### config.mk
export PLATFORM = sky130hd
export DESIGN_NAME = stall_ctrl
export DESIGN_NICKNAME = d
export VERILOG_FILES = /design/src/rtl/stall_ctrl.sv
export SDC_FILE = /design/constraint.sdc
export NUM_CORES = 1
export LEC_CHECK = 0
export CAP_MARGIN = 10
export CORE_ASPECT_RATIO = 0.75
export CORE_MARGIN = 4
export CORE_UTILIZATION = 42
export CTS_CLUSTER_DIAMETER = 150
export DETAILED_ROUTE_END_ITERATION = 12
export GPL_TIMING_DRIVEN = 0
export HOLD_SLACK_MARGIN = 0.12
export PLACE_DENSITY_LB_ADDON = 0.3
export SLEW_MARGIN = 25
export SYNTH_ARGS = -nofsm -noshare
export SYNTH_HDL_FRONTEND = slang
export SYNTH_SLANG_ARGS = --single-unit
### constraint.sdc
create_clock -name i_clk -period 3.3 [get_ports i_clk]
set_input_delay 0.99 -clock i_clk [delete_from_list [all_inputs] [get_ports i_clk]]
set_output_delay 0.99 -clock i_clk [all_outputs]
set_load 0.1 [all_outputs]
### src/rtl/stall_ctrl.sv
// ---------------------------------------------------------------------------
// stall_ctrl
//
// Hazard / stall controller for the 5-stage pipeline. Decides, in the same
// cycle, whether the instruction sitting in D may advance. It holds the PC
// and F/D registers and bubbles the D/E register when:
//   - a D-stage operand is needed before the E or M producer can supply it
//     (Tuse < Tnew on a matching, non-zero register address), or
//   - an HI/LO-dependent instruction meets a multiply/divide that is
//     starting this cycle or still counting down.
// It also owns the MD busy countdown and a saturating count of stalled
// cycles for performance monitoring.
//
// Ports:
//   i_clk          clock, rising edge
//   i_reset        asynchronous active-low reset
//   i_d_rs/_rt     D-stage source register addresses
//   i_d_rs_tuse    cycles until D needs rs (3 = never used)
//   i_d_rt_tuse    cycles until D needs rt (3 = never used)
//   i_d_is_md      D instruction touches the MD unit / HI / LO
//   i_e_wa/_tnew   E-stage destination (0 = none) and cycles to result
//   i_m_wa/_tnew   M-stage destination (0 = none) and cycles to result
//   i_e_md_start   E-stage mult/multu/div/divu this cycle
//   i_e_md_is_div  qualifies i_e_md_start: 1 = divide, 0 = multiply
//   o_pc_en        PC register write enable
//   o_fd_en        F/D register enable
//   o_de_flush     D/E register flush (bubble insert)
//   o_md_busy      MD countdown non-zero
//   o_stall_cnt    saturating count of stalled cycles since reset
// ---------------------------------------------------------------------------
module stall_ctrl #(
    parameter int MULT_CYCLES = 5,
    parameter int DIV_CYCLES  = 10,
    parameter int CNT_W       = 32
) (
    input  logic             i_clk,
    input  logic             i_reset,
    input  logic [4:0]       i_d_rs,
    input  logic [4:0]       i_d_rt,
    input  logic [1:0]       i_d_rs_tuse,
    input  logic [1:0]       i_d_rt_tuse,
    input  logic             i_d_is_md,
    input  logic [4:0]       i_e_wa,
    input  logic [1:0]       i_e_tnew,
    input  logic [4:0]       i_m_wa,
    input  logic [1:0]       i_m_tnew,
    input  logic             i_e_md_start,
    input  logic             i_e_md_is_div,
    output logic             o_pc_en,
    output logic             o_fd_en,
    output logic             o_de_flush,
    output logic             o_md_busy,
    output logic [CNT_W-1:0] o_stall_cnt
);

    localparam int MD_MAX = (MULT_CYCLES > DIV_CYCLES) ? MULT_CYCLES : DIV_CYCLES;
    localparam int MD_W   = $clog2(MD_MAX + 1);

    logic [MD_W-1:0]  mdCnt_q, mdCnt_d;
    logic [CNT_W-1:0] stallCnt_q, stallCnt_d;
    logic             stallRs, stallRt, stallMd, stall;

    // A source operand must wait when one of the in-flight producers writes
    // it and will not have the value ready by the time D consumes it. A
    // producer with tnew = 0 can never trip the compare, which is exactly the
    // forwarding case. Register 0 is hard-wired and never waits.
    function automatic logic operandStalls(
        input logic [4:0] addr,
        input logic [1:0] tuse,
        input logic [4:0] eWa,
        input logic [1:0] eTnew,
        input logic [4:0] mWa,
        input logic [1:0] mTnew
    );
        operandStalls = (addr != 5'd0) &&
                        (((addr == eWa) && (tuse < eTnew)) ||
                         ((addr == mWa) && (tuse < mTnew)));
    endfunction

    // Hazard detection is combinational so the hold/bubble decision takes
    // effect in the very cycle the dependent instruction sits in D.
    always_comb begin
        stallRs = operandStalls(i_d_rs, i_d_rs_tuse, i_e_wa, i_e_tnew, i_m_wa, i_m_tnew);
        stallRt = operandStalls(i_d_rt, i_d_rt_tuse, i_e_wa, i_e_tnew, i_m_wa, i_m_tnew);
        stallMd = i_d_is_md && (i_e_md_start || (mdCnt_q != '0));
        stall   = stallRs || stallRt || stallMd;
    end

    // Next-state for the MD countdown and the performance counter. A new
    // start always reloads, even over a countdown still in progress. The
    // counter sticks at all-ones rather than wrapping.
    always_comb begin
        mdCnt_d    = mdCnt_q;
        stallCnt_d = stallCnt_q;
        if (i_e_md_start) begin
            mdCnt_d = i_e_md_is_div ? MD_W'(DIV_CYCLES) : MD_W'(MULT_CYCLES);
        end else if (mdCnt_q != '0) begin
            mdCnt_d = mdCnt_q - MD_W'(1);
        end
        if (stall && (stallCnt_q != '1)) begin
            stallCnt_d = stallCnt_q + CNT_W'(1);
        end
    end

    always_ff @(posedge i_clk or negedge i_reset) begin
        if (!i_reset) begin
            mdCnt_q    <= '0;
            stallCnt_q <= '0;
        end else begin
            mdCnt_q    <= mdCnt_d;
            stallCnt_q <= stallCnt_d;
        end
    end

    // While reset is held the pipeline is frozen with a bubble in D/E,
    // regardless of whatever the hazard inputs happen to show.
    assign o_pc_en     = i_reset && !stall;
    assign o_fd_en     = i_reset && !stall;
    assign o_de_flush  = !i_reset || stall;
    assign o_md_busy   = i_reset && (mdCnt_q != '0);
    assign o_stall_cnt = stallCnt_q;

endmodule

# Yosys cells after proc, flatten, opt, wreduce, memory -nomap -nowiden
# Index checks and enable logic that the tools add are counted.
# word_totals
reg_bits,36
inputBits,33
output_inout_bits,36
elab_cells,38
# op_classes
n_addsub,2
magnitude_cmp,4
n_eq_ne,5
mux,3
n_reduce_logical,22
# ops
op,n
32-bit by 1-bit adder with 32-bit output (second input constant),1
32-bit inequality test (second input constant),1
5-bit == test,4
4-bit 2-to-1 mux,3
1-bit logical AND,10
5-bit nonzero test,2
2-bit < comparator,4
1-bit logical OR,6
4-bit nonzero test,1
4-bit by 1-bit subtractor with 4-bit output (second input constant),1
1-bit logical NOT,2
2-bit nonzero test,1

# Longest topological paths before layout
# Gate-level depths: netlist (run 1).
# logic_depth
word_depth,8
mapped_depth,11
depth_no_buf,9

# Worst setup path after synthesis (run 1)
# Ideal clock, no wire load.
# synth_path
kind,input-to-output
startpoint,input port i_d_rs[1]
endpoint,output port o_pc_en
arrival_time_ps,3988
required_time_ps,2310
path_slack_ps,-1678
cell_stages,7
path_buffers,1
cell_sequence,or4_1 > nor2_1 > a21oi_1 > a211oi_2 > nand2_1 > inv_1 > buf_4
# synth_via
elab_chain_len,8
word_cells_on_any_way,11
cone_classes,eq/ne: 2; reduce/logical: 9
# synth_lines
item,line_no,rtl
from (decl),38,"input logic [4:0] i_d_rs,"
"5-bit == test, on equally long branches","76, 77",
"1-bit logical AND, on equally long branches","76, 77",
1-bit logical OR,76,(((addr == eWa) && (tuse < eTnew)) ||
1-bit logical AND *,75,operandStalls = (addr != 5'd0) &&
1-bit logical OR * (2 in a row),86,stall = stallRs || stallRt || stallMd;
1-bit logical NOT *,--,
1-bit logical AND *,--,
to (decl),49,"output logic o_pc_en,"
# Mark *: on every way between the ends. The rest lies on a longest branch, timed or not.

# Worst setup path in the final report (run 1)
# layout_path
startpoint,input port i_e_tnew[1]
endpoint,output port o_pc_en
# layout_via
elab_chain_len,8
word_cells_on_any_way,12
cone_classes,order compare: 2; reduce/logical: 10
# layout_lines
item,line_no,rtl
from (decl),44,"input logic [1:0] i_e_tnew,"
2-bit < comparator,76,
1-bit logical AND,76,
1-bit logical OR,76,
1-bit logical AND,75,
1-bit logical OR * (2 in a row),86,
1-bit logical NOT *,117,assign o_pc_en = i_reset && !stall;
1-bit logical AND *,117,
# Marked as above.

==> summary.md, run 1 <==
| Metric | Value |
|---|---|
| CTS Root Cell | `clkbuf_8` |
| # diodes | `0` |
| Worst ir drop on vdd | `0.9159 mV` |
| HP Class | `reg -> reg` |
| Grt ovf | `0` |
| Hold buffer count at CTS | `0` |
| Die span in y | `69.81 um` |
| Clock Skew | `5.703 ps` |
| CP max FO | `2` |
| Post-synthesis sequential area ratio | `42.11%` |
| Leak pwr | `1.324 nW` |
| Compound-Gate Fraction of Synth Area | `5.789%` |
| Post-route cell area | `3208 um^2` |
| Int Pwr | `slightly below 0.9 mW` |
| XOR/XNOR share of the synthesized area | `20.47%` |
| Residual DRC | `0` |
| CP Launch Type | `primary input` |
| # rows | `22` |
| Final Hold Fails | `0` |
| Largest net degree at the start of global routing | `30` |
| Setup WS pre-CTS | `-1751 ps` |
| Nets | `334` |
| First DRT Iteration DRCs | `81` |
| Failing checks | `negative setup slack` |
| Total Wirelength | `between 5 and 6 mm` |
| Synth Cell Area | `2140 um^2` |
| Ys Warns | `0` |
| Initial antenna violation count | `0` |
| Sw Share | `a little under half` |
| Core area | `4900 um^2` |
| Top-Level Pins | `69` |
| Area grow syn2layout | `49.94%` |
| Sequential share of power | `35.3%` |
| Later-pin clock latency in the skew report | `280 ps` |
| Hold EP | `o_stall_cnt[5]` |
| Die ar. | `6312 um^2` |
| PwrDens | `a little under 500 nW/um^2` |
| Fin crit share | `108.5%` |
| CP Cell Sequence | `buf_8 -> inv_12 -> ha_4 -> a2111oi_4 -> nand4_1 -> a21oi_2 -> a211oi_4 -> nand2_4 -> clkinvlp_4 -> buf_12 -> buf_12` |
| Worst Setup Path Type | `in -> out` |
| PortBufs | `68` |
| Post-Syn Nets | `253` |
| Mux contribution to synthesized area | `under 10%` |
| Initial Utilization | `43.67%` |
| Crit-path slowest cell | `a2111oi_4` |
| Hold Path Depth | `1` |
| Status | `finished with violations` |
| Max Cap Violations | `0` |
| Vias per cell | `5.144` |
| CTS Buf Count | `5` |
| Clk network pwr share | `18.3%` |
| FF-to-FF path depth | `11` |
| Worst relative slew slack | `34.86%` |
| Routability cong. | `about 0.8` |
| Wire length per cell | `approximately 15 um` |
| Die Wd | `90.42 um` |
| H-tree Lvls | `2` |
| Fin worst setup slack | `-281.7 ps` |
| First-pass GRT wire length | `8.749 mm` |
| RSZ-0062 raised after global routing | `true` |
| Vias in the first global route | `1825` |
| Clock-pin slew on the worst setup and hold paths | `60 ps` |
| Endpoints failing setup | `3` |
| Slew Viols, Final | `0` |
| Cell count after synthesis | `about 210` |
| Worst slew pin tran | `between 900 and 1000 ps` |
| Post-route ant nets | `0` |
| Library cells used by synthesis | `36` |
| Worst path required time | `about 2300 ps` |
| Adder-cell share of the synthesized area | `4.094%` |
| Synthesized flop and latch total | `36` |
| Drt pass-1 iters | `4` |
| CTS tree | `built` |
| Vias | `1821` |
| Flop-to-flop setup slack | `870 ps` |
| Comb pwr share | `46.4%` |
| Syn avg cell area | `10.04 um^2` |
| NetSw | `0.7214 mW` |
| Dpl hpwl | `3.918 mm` |
| Fmax | `279.2 MHz` |
| Hold Startpoint | `o_stall_cnt[5]` |
| Main combinational cell family by area after synthesis | `simple AND/OR/NAND/NOR gates` |
| Critical Path Max Stage Delay | `just over 300 ps` |
| Final Core Density | `65.48%` |
| Crit path time final | `3582 ps` |
| Gr usage total | `16.89%` |
| Clock Path Buffers | `2` |
| Sink Count | `36` |
| Cell mode on critical path | `buf_12` |
| Final TNS setup | `-726.0 ps` |
| Synth Area in Simple Gates | `21.58%` |
| CP Capture Type | `primary output` |
| Share of cells above drive strength 1 | `between 20% and 30%` |
| Reg2reg end | `o_stall_cnt[1]` |
| Crit path DAT | `2590 ps` |
| Worst R2R Start | `mdCnt_q[0]` |
| Post-DP Area | `3018 um^2` |
## power groups by stage
stage / sequential, mW / clock (mW) / combinational, mW
final: 0.561 / 0.290 / 0.736
after global routing: 0.573 / 0.319 / 0.777
after CTS: 0.560 / 0.295 / 0.728
after detailed placement: 0.564 / 0 / 0.718
after global placement: 0.565 / 0 / 0.710
after floorplan: 0.862 / 0 / 0.212
## Yosys cell counts, drive strengths merged
master | number | area [um^2]
and3 | 11 | 68.82
inv | 9 | 33.78
nand2 | 14 | 52.55
clkbuf | 3 | 11.26
a2111oi | 2 | 25.02
nor2b | 4 | 25.02
nand3 | 9 | 45.04
nand4b | 1 | 8.760
a31oi | 2 | 27.53
o31a | 1 | 8.760
a211oi | 1 | 12.51
a21oi | 4 | 20.02
dfrtp | 36 | 900.9
ha | 7 | 87.58
a21o | 1 | 7.510
or3 | 1 | 6.260
o21a | 1 | 7.510
o21ai | 3 | 15.01
mux2 | 2 | 22.52
nand2b | 3 | 18.77
mux2i | 1 | 10.01
or4 | 2 | 15.01
xor2 | 12 | 105.1
buf | 6 | 50.04
nor3 | 5 | 25.02
and3b | 1 | 8.760
nor2 | 8 | 30.03
xnor2 | 38 | 332.8
nor4 | 2 | 12.51
nand4 | 22 | 137.6
nor3b | 1 | 7.510
## cells in the final DEF (no fill, tap or decap), types with 3 or more instances in the layout
cell type | netlist | final
clkbuf_8 | 0 | 5
ha_1 | 7 | 3
nor3_1 | 5 | 5
inv_1 | 9 | 6
nand4_1 | 22 | 22
nand3_1 | 9 | 9
buf_12 | 0 | 4
xor2_1 | 12 | 6
buf_6 | 2 | 4
clkdlybuf4s50_1 | 0 | 36
xnor2_1 | 38 | 38
buf_2 | 1 | 9
clkbuf_2 | 0 | 9
dfrtp_1 | 36 | 36
and3_1 | 11 | 11
nand2_1 | 14 | 13
clkbuf_1 | 3 | 4
ha_4 | 0 | 3
clkdlybuf4s15_1 | 0 | 4
nor2_1 | 8 | 6
xor2_2 | 0 | 6
buf_4 | 3 | 6
## how the worst max path moves through the flow
stage / from / endpoint / cells after the start / slack, ps
after floorplan: i_e_tnew[1] / o_pc_en / 9 / -800
after global placement: i_reset / o_md_busy / 3 / -1920
after detailed placement: i_e_tnew[1] / o_pc_en / 11 / -1750
after CTS: i_e_tnew[1] / o_pc_en / 11 / -340
after global routing: i_m_wa[2] / o_pc_en / 10 / -360
final: i_e_tnew[1] / o_pc_en / 11 / -280
## registers in the layout, summed over array words and instances (netlist names)
register,flops
mdCnt_q,4
o_stall_cnt,32
## final cells by class
cell class | instances | area [um^2]
clock inverters | 1 | 5.005
flip-flops and latches | 36 | 900.9
fillers | 422 | 1692
clock buffers | 6 | 72.57
plain buffers | 9 | 73.82
repair buffers | 74 | 688.2
well taps | 60 | 75.07
inverters | 9 | 52.55
multi-input cells | 159 | 1340
## per-layer routing
metal | share of wire [%] | global-route usage (%) | up-vias
met4 | 1.2 | 3.226 | 0
met3 | 4.3 | 4.013 | 6
met5 | 0 | 0 | -
li1 | - | - | 901
met1 | 49 | 24.69 | 870
met2 | 46 | 25.58 | 44
## repair_timing
| action | 4_1_cts | 5_1_grt |
|---|---|---|
| gates resized for setup | 102 | 37 |
| endpoints found under the setup margin | 6 | 4 |
| pin swaps | 16 | 15 |
| buffers inserted | 3 | 2 |
## cells by family (layout without fill, tap and decap cells)
kind of cell             count (synthesis)  count (layout)
buffers and inverters                   18              99
AND/OR/NAND/NOR                         84              84
adder cells (fa/ha/maj)                  7               7
XOR/XNOR                                50              50
AO/OA/AOI/OAI                           15              15
multiplexers                             3               3
flip-flops                              36              36
## through the flow
step | total power, mW | hold WS, ps | instances
after global routing | 1.670 | 516.8 | 354
final | 1.587 | 493.1 | 354
after CTS | 1.582 | 497.1 | 352
after detailed placement | 1.282 | 480.1 | 342
after floorplan | 1.075 | 540.2 | 213
after global placement | 1.274 | 478.4 | 341
## worst max-delay path, delay by kind of cell
kind | cells | cell delay [ps]
AOI/OAI and AO/OA | 3 | 600
buffers and inverters | 5 | 560
and+or+nand+nor | 2 | 250
adders and majority gates | 1 | 190
(Power assumes the default switching activity.)
==> run 2: changes to the inputs <==
--- a/config.mk
+++ b/config.mk
@@ -8,12 +8,13 @@
 export CAP_MARGIN = 10
 export CORE_ASPECT_RATIO = 0.75
 export CORE_MARGIN = 4
-export CORE_UTILIZATION = 42
+export CORE_UTILIZATION = 55
 export CTS_CLUSTER_DIAMETER = 150
 export DETAILED_ROUTE_END_ITERATION = 12
+export DONT_BUFFER_PORTS = 1
 export GPL_TIMING_DRIVEN = 0
 export HOLD_SLACK_MARGIN = 0.12
-export PLACE_DENSITY_LB_ADDON = 0.3
+export PLACE_DENSITY = 0.81
 export SLEW_MARGIN = 25
 export SYNTH_ARGS = -nofsm -noshare
 export SYNTH_HDL_FRONTEND = slang
==> constraint.sdc (replaced) <==
create_clock -name i_clk -period 3.3 [get_ports i_clk]
set_input_delay 0.99 -clock i_clk [delete_from_list [all_inputs] [get_ports i_clk]]
set_output_delay 0.99 -clock i_clk [all_outputs]
set_load 0.02 [all_outputs]
==> run 2 against run 1 <==
The flow still finishes with violations (negative setup slack). Sequential share of layout area up 9.1 points. Final cell count decreased by 23%. Die area shrank 21%. Fmax increased by 7.8%. Non-clock buffer count fell by 73. Largest power group is now registers.
==> summary.md, run 2 (synthesis results as in run 1) <==
| Metric | Value |
|---|---|
| Status | `finished with violations` |
| Failing checks | `negative setup slack` |
| Vias in the first global route | `1472 (-19%)` |
| Cell family with most CP delay | `simple AND/OR/NAND/NOR gates` |
| CTS tree | `built` |
| Post-route cell area | `2425 um^2 (-24%)` |
| Gr usage total | `19.30% (+2.4 points)` |
| Routability cong. | `0.8465 (+3.1%)` |
| Comb pwr share | `18.1% (-28 points)` |
| Area grow syn2layout | `13.33%` |
| Fin crit share | `100.7% (-7.8 points)` |
| PwrDens | `497.3 nW/um^2 (+0.50%)` |
| CP Launch Type | `primary input` |
| Non-Filler Instances | `274 (-23%)` |
| Hold buffer count at CTS | `0 (unchanged)` |
| Die span in y | `62.02 um (-11%)` |
| Post-DP Area | `2213 um^2 (-27%)` |
| RSZ-0062 raised after global routing | `true` |
| Sink Count | `36 (unchanged)` |
| Die ar. | `4962 um^2 (-21%)` |
| # rows | `19 (-14%)` |
| Grt ovf | `0 (unchanged)` |
| Initial Utilization | `57.69% (+14 points)` |
| Initial antenna violation count | `0 (unchanged)` |
| Endpoints failing setup | `1 (-2)` |
| NetSw | `0.3747 mW (-48%)` |
| Residual DRC | `0 (unchanged)` |
| Fin Hold WS | `395.1 ps (-97.94 ps)` |
| Nets | `261 (-22%)` |
| # diodes | `0 (unchanged)` |
| Final Hold Fails | `0 (unchanged)` |
| Largest net degree at the start of global routing | `39 (+30%)` |
| Dpl cells | `265 (-23%)` |
| First-pass GRT wire length | `7.286 mm (-17%)` |
| Sequential share of power | `50.8% (+16 points)` |
| Final Core Density | `65.38% (-0.090 points)` |
| Crit path buf inv count | `2 (-3)` |
| Wire length per cell | `16.85 um (+15%)` |
| Most frequent cells in the layout | `xnor2_1, dfrtp_1, nand4_1, nand2_1, xor2_1` |
| Drt pass-1 iters | `4 (unchanged)` |
| Later-pin clock latency in the skew report | `280 ps (about the same)` |
| Worst path required time | `2310 ps (about the same)` |
| Core area | `3709 um^2 (-24%)` |
| CP Capture Type | `primary output` |
| Clock Skew | `8.104 ps (+2.401 ps)` |
| Fillcell total | `315 (-25%)` |
| Critical Path Max Stage Delay | `540 ps (+230 ps)` |
| Worst Setup Path Type | `in -> out` |
| Final TNS setup | `-23.17 ps (+702.8 ps)` |
| CTS Buf Count | `5 (unchanged)` |
| Sw Share | `31.07% (-14 points)` |
| Crit-path slowest cell | `or4_4` |
| Dpl hpwl | `3.469 mm (-11%)` |
| Max reg flops | `32 (unchanged)` |
| HP Class | `in -> async` |
| H-tree Lvls | `2 (unchanged)` |
| Die Wd | `80.02 um (-11%)` |
| Final Total Pwr | `1.206 mW (-24%)` |
| Clock Path Buffers | `2 (unchanged)` |
| Fin worst setup slack | `-23.17 ps (+258.5 ps)` |
| Slew Viols, Final | `0 (unchanged)` |
| Vias | `1563 (-14%)` |
| PortBufs | `0 (-100%)` |
| Crit path time final | `3323 ps (-258.5 ps)` |
| Total Wirelength | `4.618 mm (-11%)` |
| Setup WS pre-CTS | `-358.0 ps (+1393 ps)` |
| Int Pwr | `0.8311 mW (-4.0%)` |
| CTS Root Cell | `clkbuf_8` |
| Share of cells above drive strength 1 | `13.51% (-11 points)` |
| Worst ir drop on vdd | `0.5149 mV (-44%)` |
| Max Cap Violations | `0 (unchanged)` |
| CP Cell Sequence | `or4_4 -> nor2_4 -> a21oi_2 -> a211oi_4 -> nand2_4 -> inv_4 -> buf_6` |
| Vias per cell | `5.704 (+11%)` |
| Crit path DAT | `2330 ps (-260 ps)` |
| Worst slew pin tran | `464.3 ps (-509.9 ps)` |
| Clk network pwr share | `31.1% (+13 points)` |
| Clock-pin slew on the worst setup and hold paths | `70 ps (about the same)` |
| Top-Level Pins | `69 (unchanged)` |
| Commonest non-fill, non-tap cell in the layout | `xnor2_1` |
| Fmax | `300.9 MHz (+7.8%)` |
| Post-route ant nets | `0 (unchanged)` |
| Worst relative slew slack | `68.99% (+34 points)` |
| CP max FO | `3 (+1)` |
| First DRT Iteration DRCs | `95 (+17%)` |
| Leak pwr | `0.9861 nW (-26%)` |
-- run 2: worst paths after layout --
path	slack [ps]	endpoint	cells after the start	from
min in group i_clk	620	mdCnt_q[1]	2	mdCnt_q[1]
worst min-delay path	400	o_stall_cnt[12]	0	i_reset
worst max register to register	900	o_stall_cnt[25]	9	o_stall_cnt[8]
max in group asynchronous	2810	o_stall_cnt[29]	0	i_reset
worst max-delay path	-20	o_pc_en	7	i_d_rt[1]
worst min register to register	620	mdCnt_q[1]	2	mdCnt_q[1]
-- run 2: power groups by stage --
stage               registers, mW  clock network, mW  logic, mW
finish                      0.612              0.375      0.218
global route                0.625              0.403      0.244
CTS                         0.613              0.386      0.217
detailed placement          0.622                  0      0.199
global placement            0.620                  0      0.192
floorplan                   0.604                  0      0.169
-- run 2: per-layer routing --
| layer | part of all wire (%) | up-vias | global-route usage, % |
|---|---|---|---|
| met3 | 7.1 | 6 | 6.196 |
| met2 | 46 | 52 | 28.18 |
| li1 | - | 759 | - |
| met5 | 0 | - | 0 |
| met4 | 0.91 | 0 | 4.819 |
| met1 | 46 | 746 | 27.92 |
-- run 2: final cells by class --
class	count	area, um^2	area share, %
multi-input combinational	159	1235	50.93
sequential	36	900.9	37.15
clock buffer	6	72.57	2.993
buffer	9	65.06	2.683
tap	52	65.06	2.683
inverter	9	43.79	1.806
clock inverter	2	35.03	1.445
timing repair buffer	1	7.507	0.3096
-- run 2: repair_timing --
action,CTS,global route
pin swaps,6,3
endpoints found under the setup margin,3,2
resized for setup,13,5
buffers inserted,1,0
endpoints found under the hold margin,0,0
-- run 2: worst reg2reg max path, stage by stage (launching register included) --
cell	delay (ps)
dfrtp_1	530
and3_1	250
and3_1	160
clkbuf_1	260
and3_1	200
buf_2	150
and3b_1	170
clkbuf_1	240
nand4_1	150
xnor2_1	150
